===== config.mk =====
export PLATFORM = sky130hd
export DESIGN_NAME = demod_segment_bank
export DESIGN_NICKNAME = d
export VERILOG_FILES = /design/src/rtl/demod_segment_bank.sv
export SDC_FILE = /design/constraint.sdc
export NUM_CORES = 1
export LEC_CHECK = 0
export CAP_MARGIN = 20
export CORE_UTILIZATION = 38
export CTS_BUF_LIST = sky130_fd_sc_hd__clkbuf_8 sky130_fd_sc_hd__clkbuf_16
export DETAILED_ROUTE_END_ITERATION = 16
export PLACE_DENSITY = 0.83
export SETUP_SLACK_MARGIN = 0.02
export SYNTH_ARGS = -nofsm -noshare
export SYNTH_HDL_FRONTEND = slang
export SYNTH_SLANG_ARGS = --single-unit

===== constraint.sdc =====
create_clock -name clk -period 1.3 [get_ports clk]
set_input_delay 0.195 -clock clk [delete_from_list [all_inputs] [get_ports clk]]
set_output_delay 0.195 -clock clk [all_outputs]
set_load 0.02 [all_outputs]

===== src/rtl/demod_segment_bank.sv =====
// demod_segment_bank
//
// BPSK segment demodulator for one frame of NSEG signed fixed-point samples,
// taken one sample per accepted cycle. Each sample is sliced against zero and
// mapped onto the alternating per-segment reference (+1.0 on even segments,
// -1.0 on odd ones) or its negation.
//
// Build option:
//   DEMOD_SOFT_EN - when defined, seg_out carries the soft value
//                   sample_in * sign(ref[i]) instead of the hard +/-1.0.
//                   The most negative input saturates on negation.
//
// Ports:
//   clk          - clock, rising edge
//   reset        - asynchronous, active-high
//   start        - frame start request, honoured only while idle
//   sample_in    - signed input sample (WIDTH bits, FRAC fractional bits)
//   sample_valid - qualifies sample_in
//   seg_out      - demodulated segment value
//   seg_idx      - segment index belonging to seg_out
//   seg_valid    - one-cycle qualifier for seg_out/seg_idx
//   bits_out     - hard decisions of the last completed frame (bit i = segment i)
//   ambig_cnt    - zero-valued samples seen in the last completed frame
//   valid        - one-cycle frame-complete pulse
//   busy         - high while a frame is being collected

module demod_segment_bank #(
    parameter int unsigned WIDTH = 32,
    parameter int unsigned FRAC  = 16,
    parameter int unsigned NSEG  = 10
) (
    input  logic                      clk,
    input  logic                      reset,
    input  logic                      start,
    input  logic [WIDTH-1:0]          sample_in,
    input  logic                      sample_valid,
    output logic [WIDTH-1:0]          seg_out,
    output logic [$clog2(NSEG)-1:0]   seg_idx,
    output logic                      seg_valid,
    output logic [NSEG-1:0]           bits_out,
    output logic [$clog2(NSEG+1)-1:0] ambig_cnt,
    output logic                      valid,
    output logic                      busy
);

    localparam int unsigned IW = $clog2(NSEG);
    localparam int unsigned AW = $clog2(NSEG + 1);

    localparam logic [0:0] ST_IDLE    = 1'b0;
    localparam logic [0:0] ST_COLLECT = 1'b1;

    localparam logic [WIDTH-1:0] POS_ONE  = WIDTH'(1) << FRAC;
    localparam logic [WIDTH-1:0] NEG_ONE  = ~POS_ONE + WIDTH'(1);
    localparam logic [IW-1:0]    LAST_IDX = IW'(NSEG - 1);

    logic [0:0]      state_q;
    logic [IW-1:0]   idx_q;
    logic [NSEG-1:0] bits_work_q;
    logic [AW-1:0]   ambig_work_q;
    logic [WIDTH-1:0] seg_q;
    logic [IW-1:0]   seg_idx_q;
    logic            seg_valid_q;
    logic [NSEG-1:0] bits_out_q;
    logic [AW-1:0]   ambig_out_q;
    logic            valid_q;

    logic            pos;
    logic            zero;
    logic [WIDTH-1:0] seg_d;
    logic [NSEG-1:0] bits_d;
    logic [AW-1:0]   ambig_d;

    always_comb begin
        // Strictly positive: sign bit clear and not zero.
        zero = (sample_in == '0);
        pos  = ~sample_in[WIDTH-1] & ~zero;

`ifdef DEMOD_SOFT_EN
        if (!idx_q[0]) begin
            seg_d = sample_in;
        end else if (sample_in == {1'b1, {(WIDTH-1){1'b0}}}) begin
            seg_d = {1'b0, {(WIDTH-1){1'b1}}};
        end else begin
            seg_d = ~sample_in + WIDTH'(1);
        end
`else
        // Positive on even or non-positive on odd both land on +1.0.
        seg_d = (pos ^ idx_q[0]) ? POS_ONE : NEG_ONE;
`endif

        bits_d         = bits_work_q;
        bits_d[idx_q]  = pos;
        ambig_d        = ambig_work_q + AW'(zero);
    end

    always_ff @(posedge clk or posedge reset) begin
        if (reset) begin
            state_q      <= ST_IDLE;
            idx_q        <= '0;
            bits_work_q  <= '0;
            ambig_work_q <= '0;
            seg_q        <= '0;
            seg_idx_q    <= '0;
            seg_valid_q  <= 1'b0;
            bits_out_q   <= '0;
            ambig_out_q  <= '0;
            valid_q      <= 1'b0;
        end else begin
            seg_valid_q <= 1'b0;
            valid_q     <= 1'b0;
            case (state_q)
                ST_IDLE: begin
                    if (start) begin
                        state_q      <= ST_COLLECT;
                        idx_q        <= '0;
                        bits_work_q  <= '0;
                        ambig_work_q <= '0;
                    end
                end
                ST_COLLECT: begin
                    if (sample_valid) begin
                        seg_q        <= seg_d;
                        seg_idx_q    <= idx_q;
                        seg_valid_q  <= 1'b1;
                        bits_work_q  <= bits_d;
                        ambig_work_q <= ambig_d;
                        if (idx_q == LAST_IDX) begin
                            // Shadow outputs only move on frame completion.
                            state_q     <= ST_IDLE;
                            idx_q       <= '0;
                            valid_q     <= 1'b1;
                            bits_out_q  <= bits_d;
                            ambig_out_q <= ambig_d;
                        end else begin
                            idx_q <= idx_q + IW'(1);
                        end
                    end
                end
                default: state_q <= ST_IDLE;
            endcase
        end
    end

    assign seg_out   = seg_q;
    assign seg_idx   = seg_idx_q;
    assign seg_valid = seg_valid_q;
    assign bits_out  = bits_out_q;
    assign ambig_cnt = ambig_out_q;
    assign valid     = valid_q;
    assign busy      = (state_q == ST_COLLECT);

endmodule

==> results.json <==
{
  "fin_crit_sh_pct": 107,
  "globalRoute.totalOverflow": 0,
  "gp_congestion": 0.837,
  "swShare_pct": 42.3,
  "clock_sinks": 40,
  "drc_errors": 0,
  "clk_path_buf_depth": 2,
  "cp_data_required_time_ns": 1.49,
  "antenna_cells": 0,
  "drt_iter0_drc": 162,
  "crit_family": "simple AND/OR/NAND/NOR gates",
  "endpoint_kind": "flip-flop",
  "wirelength_mm": 5.45,
  "coreArea_um2": 5110,
  "yosys_warnings": 0,
  "worst_slack_ns": -0.0924,
  "clockRootBuffer": "clkbuf_8",
  "crit_slowest_cell": "nor4_2",
  "die_h_um": 74.8,
  "holdCritPathClass": "in -> async",
  "fin_worst_skew_ns": 0.00587,
  "worstPathArrival_ns": 1.58,
  "setup_viol_count_final": 8,
  "antenna_found_initial": 0,
  "ir_drop_mv": 1.18,
  "final_area_um2": 3210,
  "max_cap_viol_count": 0,
  "yosys_register_bits": 40,
  "layout-drive-gt1-share_pct": 40.1,
  "critPathMaxStageDelay_ns": 0.27,
  "violations": "setup timing",
  "area_growth_pct": 59.5,
  "finalCriticalPeriod_ns": 1.39,
  "path_clk_slew_ns": 0.08,
  "fp.dieArea_um2": 5590,
  "dp.cells": 371,
  "cp_num_buf_inv": 2,
  "start_util_pct": 39.4,
  "port_buffers": 72,
  "fmax_ghz": 0.718,
  "htree_levels": 2,
  "crit_cells": 8,
  "nFillCells": 419,
  "grt_start_max_net_pins": 41,
  "ys_types": 29,
  "hpwl_mm": 3.56,
  "critPathKind": "in -> reg",
  "crit_top_cell": "buf_6",
  "seq_power_share_pct": 33.5,
  "leakage_nw": 1.59,
  "drtAntennaViolNets": 0,
  "vias": 1925,
  "power.total_mw": 5.67,
  "numCtsBuffers": 5,
  "cts_tree": "yes",
  "status": "finished with violations",
  "fin_util_pct": 62.8,
  "first_global_vias": 1730,
  "via_per_inst": 4.91,
  "insertion_delay_ns": 0.30,
  "placed_area_um2": 2910,
  "crit_chain": "buf_6 -> nor4_2 -> nand4_1 -> nor2_1 -> ha_2 -> buf_6 -> ha_4 -> a22o_1",
  "rows": 26,
  "drv_slew": 0,
  "pin_count": 89,
  "syn_avg_cell_area_um2": 8.86,
  "die_w_um": 74.8,
  "p_int_mw": 3.27,
  "pwr-share-clk_pct": 15.0,
  "hold_viol": 0,
  "grtUsageTotal_pct": 19.0,
  "syn_area_um2": 2010,
  "fin_cells": 392,
  "seq_area_frac_synth_pct": 49.8,
  "pwr-share-comb_pct": 51.4,
  "rsz0062_at_grt": "yes",
  "fin_nets": 359,
  "synth_cells": 227,
  "p_per_area_nw_per_um2": 1770,
  "p_sw_mw": 2.40,
  "grt_pass1_wl_mm": 7.97,
  "wl_per_cell_um": 13.9,
  "start_kind": "input pin",
  "final_cell_mix": "nand2_1, dfrtp_1, buf_2",
  "r2r_cells": 7,
  "worst-path-max-fanout": 2,
  "dr.pass1.iters": 4
}
[synthesized netlist by cell type]
master / number / share of area (%)
a21o_1: 1 / 0.37
a21oi_1: 9 / 2.2
a22o_1: 2 / 0.87
and2_1: 1 / 0.31
buf_2: 4 / 1.0
buf_4: 30 / 11
clkbuf_1: 4 / 0.75
conb_1: 1 / 0.19
dfrtp_1: 40 / 50
ha_1: 2 / 1.2
inv_1: 3 / 0.56
inv_2: 2 / 0.37
mux2i_1: 3 / 1.5
nand2_1: 52 / 9.7
nand2b_1: 2 / 0.62
nand3_1: 14 / 3.5
nand4_1: 3 / 0.93
nor2_1: 10 / 1.9
nor2b_1: 5 / 1.6
nor3b_1: 2 / 0.75
nor4_1: 8 / 2.5
o21ai_0: 4 / 1.0
o21ai_1: 17 / 4.2
o21bai_1: 1 / 0.37
o22ai_1: 2 / 0.62
o31ai_1: 1 / 0.37
or4_1: 1 / 0.37
xnor2_1: 1 / 0.44
xor2_1: 2 / 0.87
[timing repair]
action                     4_1_cts  5_1_grt
buffers inserted                 4        9
setup endpoints to repair       63       27
gates cloned                     0        2
pin swaps                       16       18
gates resized for setup        210       52
hold endpoints to repair         0        0
hold buffers                     0        0
[registers in the layout, indices dropped and copies added (netlist names)]
name          flops
seg_idx           4
idx_q             4
bits_work_q       9
ambig_cnt         4
bits_out         10
ambig_work_q      4
seg_out           2
seg_valid         1
valid             1
busy              1
[worst min-delay path: cells and delay by family]
family	cells	cell delay, ns
buf+inv	3	0.71
[layer usage]
metal / global-route usage [%] / vias to the layer above / part of all wire, % / wire length [um]
li1: - / 907 / - / -
met1: 23.4 / 942 / 41 / 2240
met2: 33.7 / 68 / 53 / 2900
met3: 4.42 / 8 / 4.5 / 245
met4: 4.82 / 0 / 1.2 / 68
met5: 0 / - / 0 / 0
[worst paths after layout]
kind                          startpoint         endpoint  slack [ns]
max                        sample_in[22]  ambig_work_q[1]       -0.09
min                                reset   bits_work_q[1]        0.25
max reg2reg                         busy  ambig_work_q[3]       -0.03
min reg2reg                  bits_out[7]      bits_out[7]        0.46
max in group asynchronous          reset             busy        0.84
min in group clk           sample_in[31]   bits_work_q[2]        0.40
[final cells by class]
class / count / area (um2) / share of cell area (%)
timing repair buffer: 110 / 946 / 29.5
inverter: 5 / 28.8 / 0.897
clock buffer: 6 / 82.6 / 2.57
sequential: 40 / 1000 / 31.3
tap: 70 / 87.6 / 2.73
clock inverter: 2 / 10.0 / 0.312
multi-input combinational: 159 / 1050 / 32.7
[metrics by stage]
stage / hold slack (ns) / worst slack (ns) / TNS, ns
2_1_floorplan: 0.320 / -0.197 / -0.902
3_3_place_gp: 0.454 / -0.708 / -16.29
3_5_place_dp: 0.452 / -0.738 / -17.63
4_1_cts: 0.265 / -0.0571 / -0.101
5_1_grt: 0.306 / -0.185 / -1.78
6_report: 0.252 / -0.0924 / -0.334
[cells by family (layout without fill, tap and decap cells)]
family | Yosys count | count (layout) | share of synthesized area [%]
AOI/OAI and AO/OA | 37 | 37 | 10.1
xor gates and xnor gates | 3 | 3 | 1.31
adders and majority gates | 2 | 2 | 1.24
buffers and inverters | 43 | 123 | 13.9
DFF | 40 | 40 | 49.8
muxes | 3 | 3 | 1.49
other | 1 | 16 | 0.186
and+or+nand+nor | 98 | 98 | 22.1
[power by group through the flow]
stage                     clock network [mW]  registers, mW  logic [mW]
after floorplan                            0           2.12        1.47
after global placement                     0           1.91        2.78
after detailed placement                   0           1.92        2.83
after CTS                              0.857           1.86        2.60
after global routing                   0.909           1.94        3.14
final                                  0.851           1.90        2.91
No activity file was read; power rests on OpenSTA's default activity.
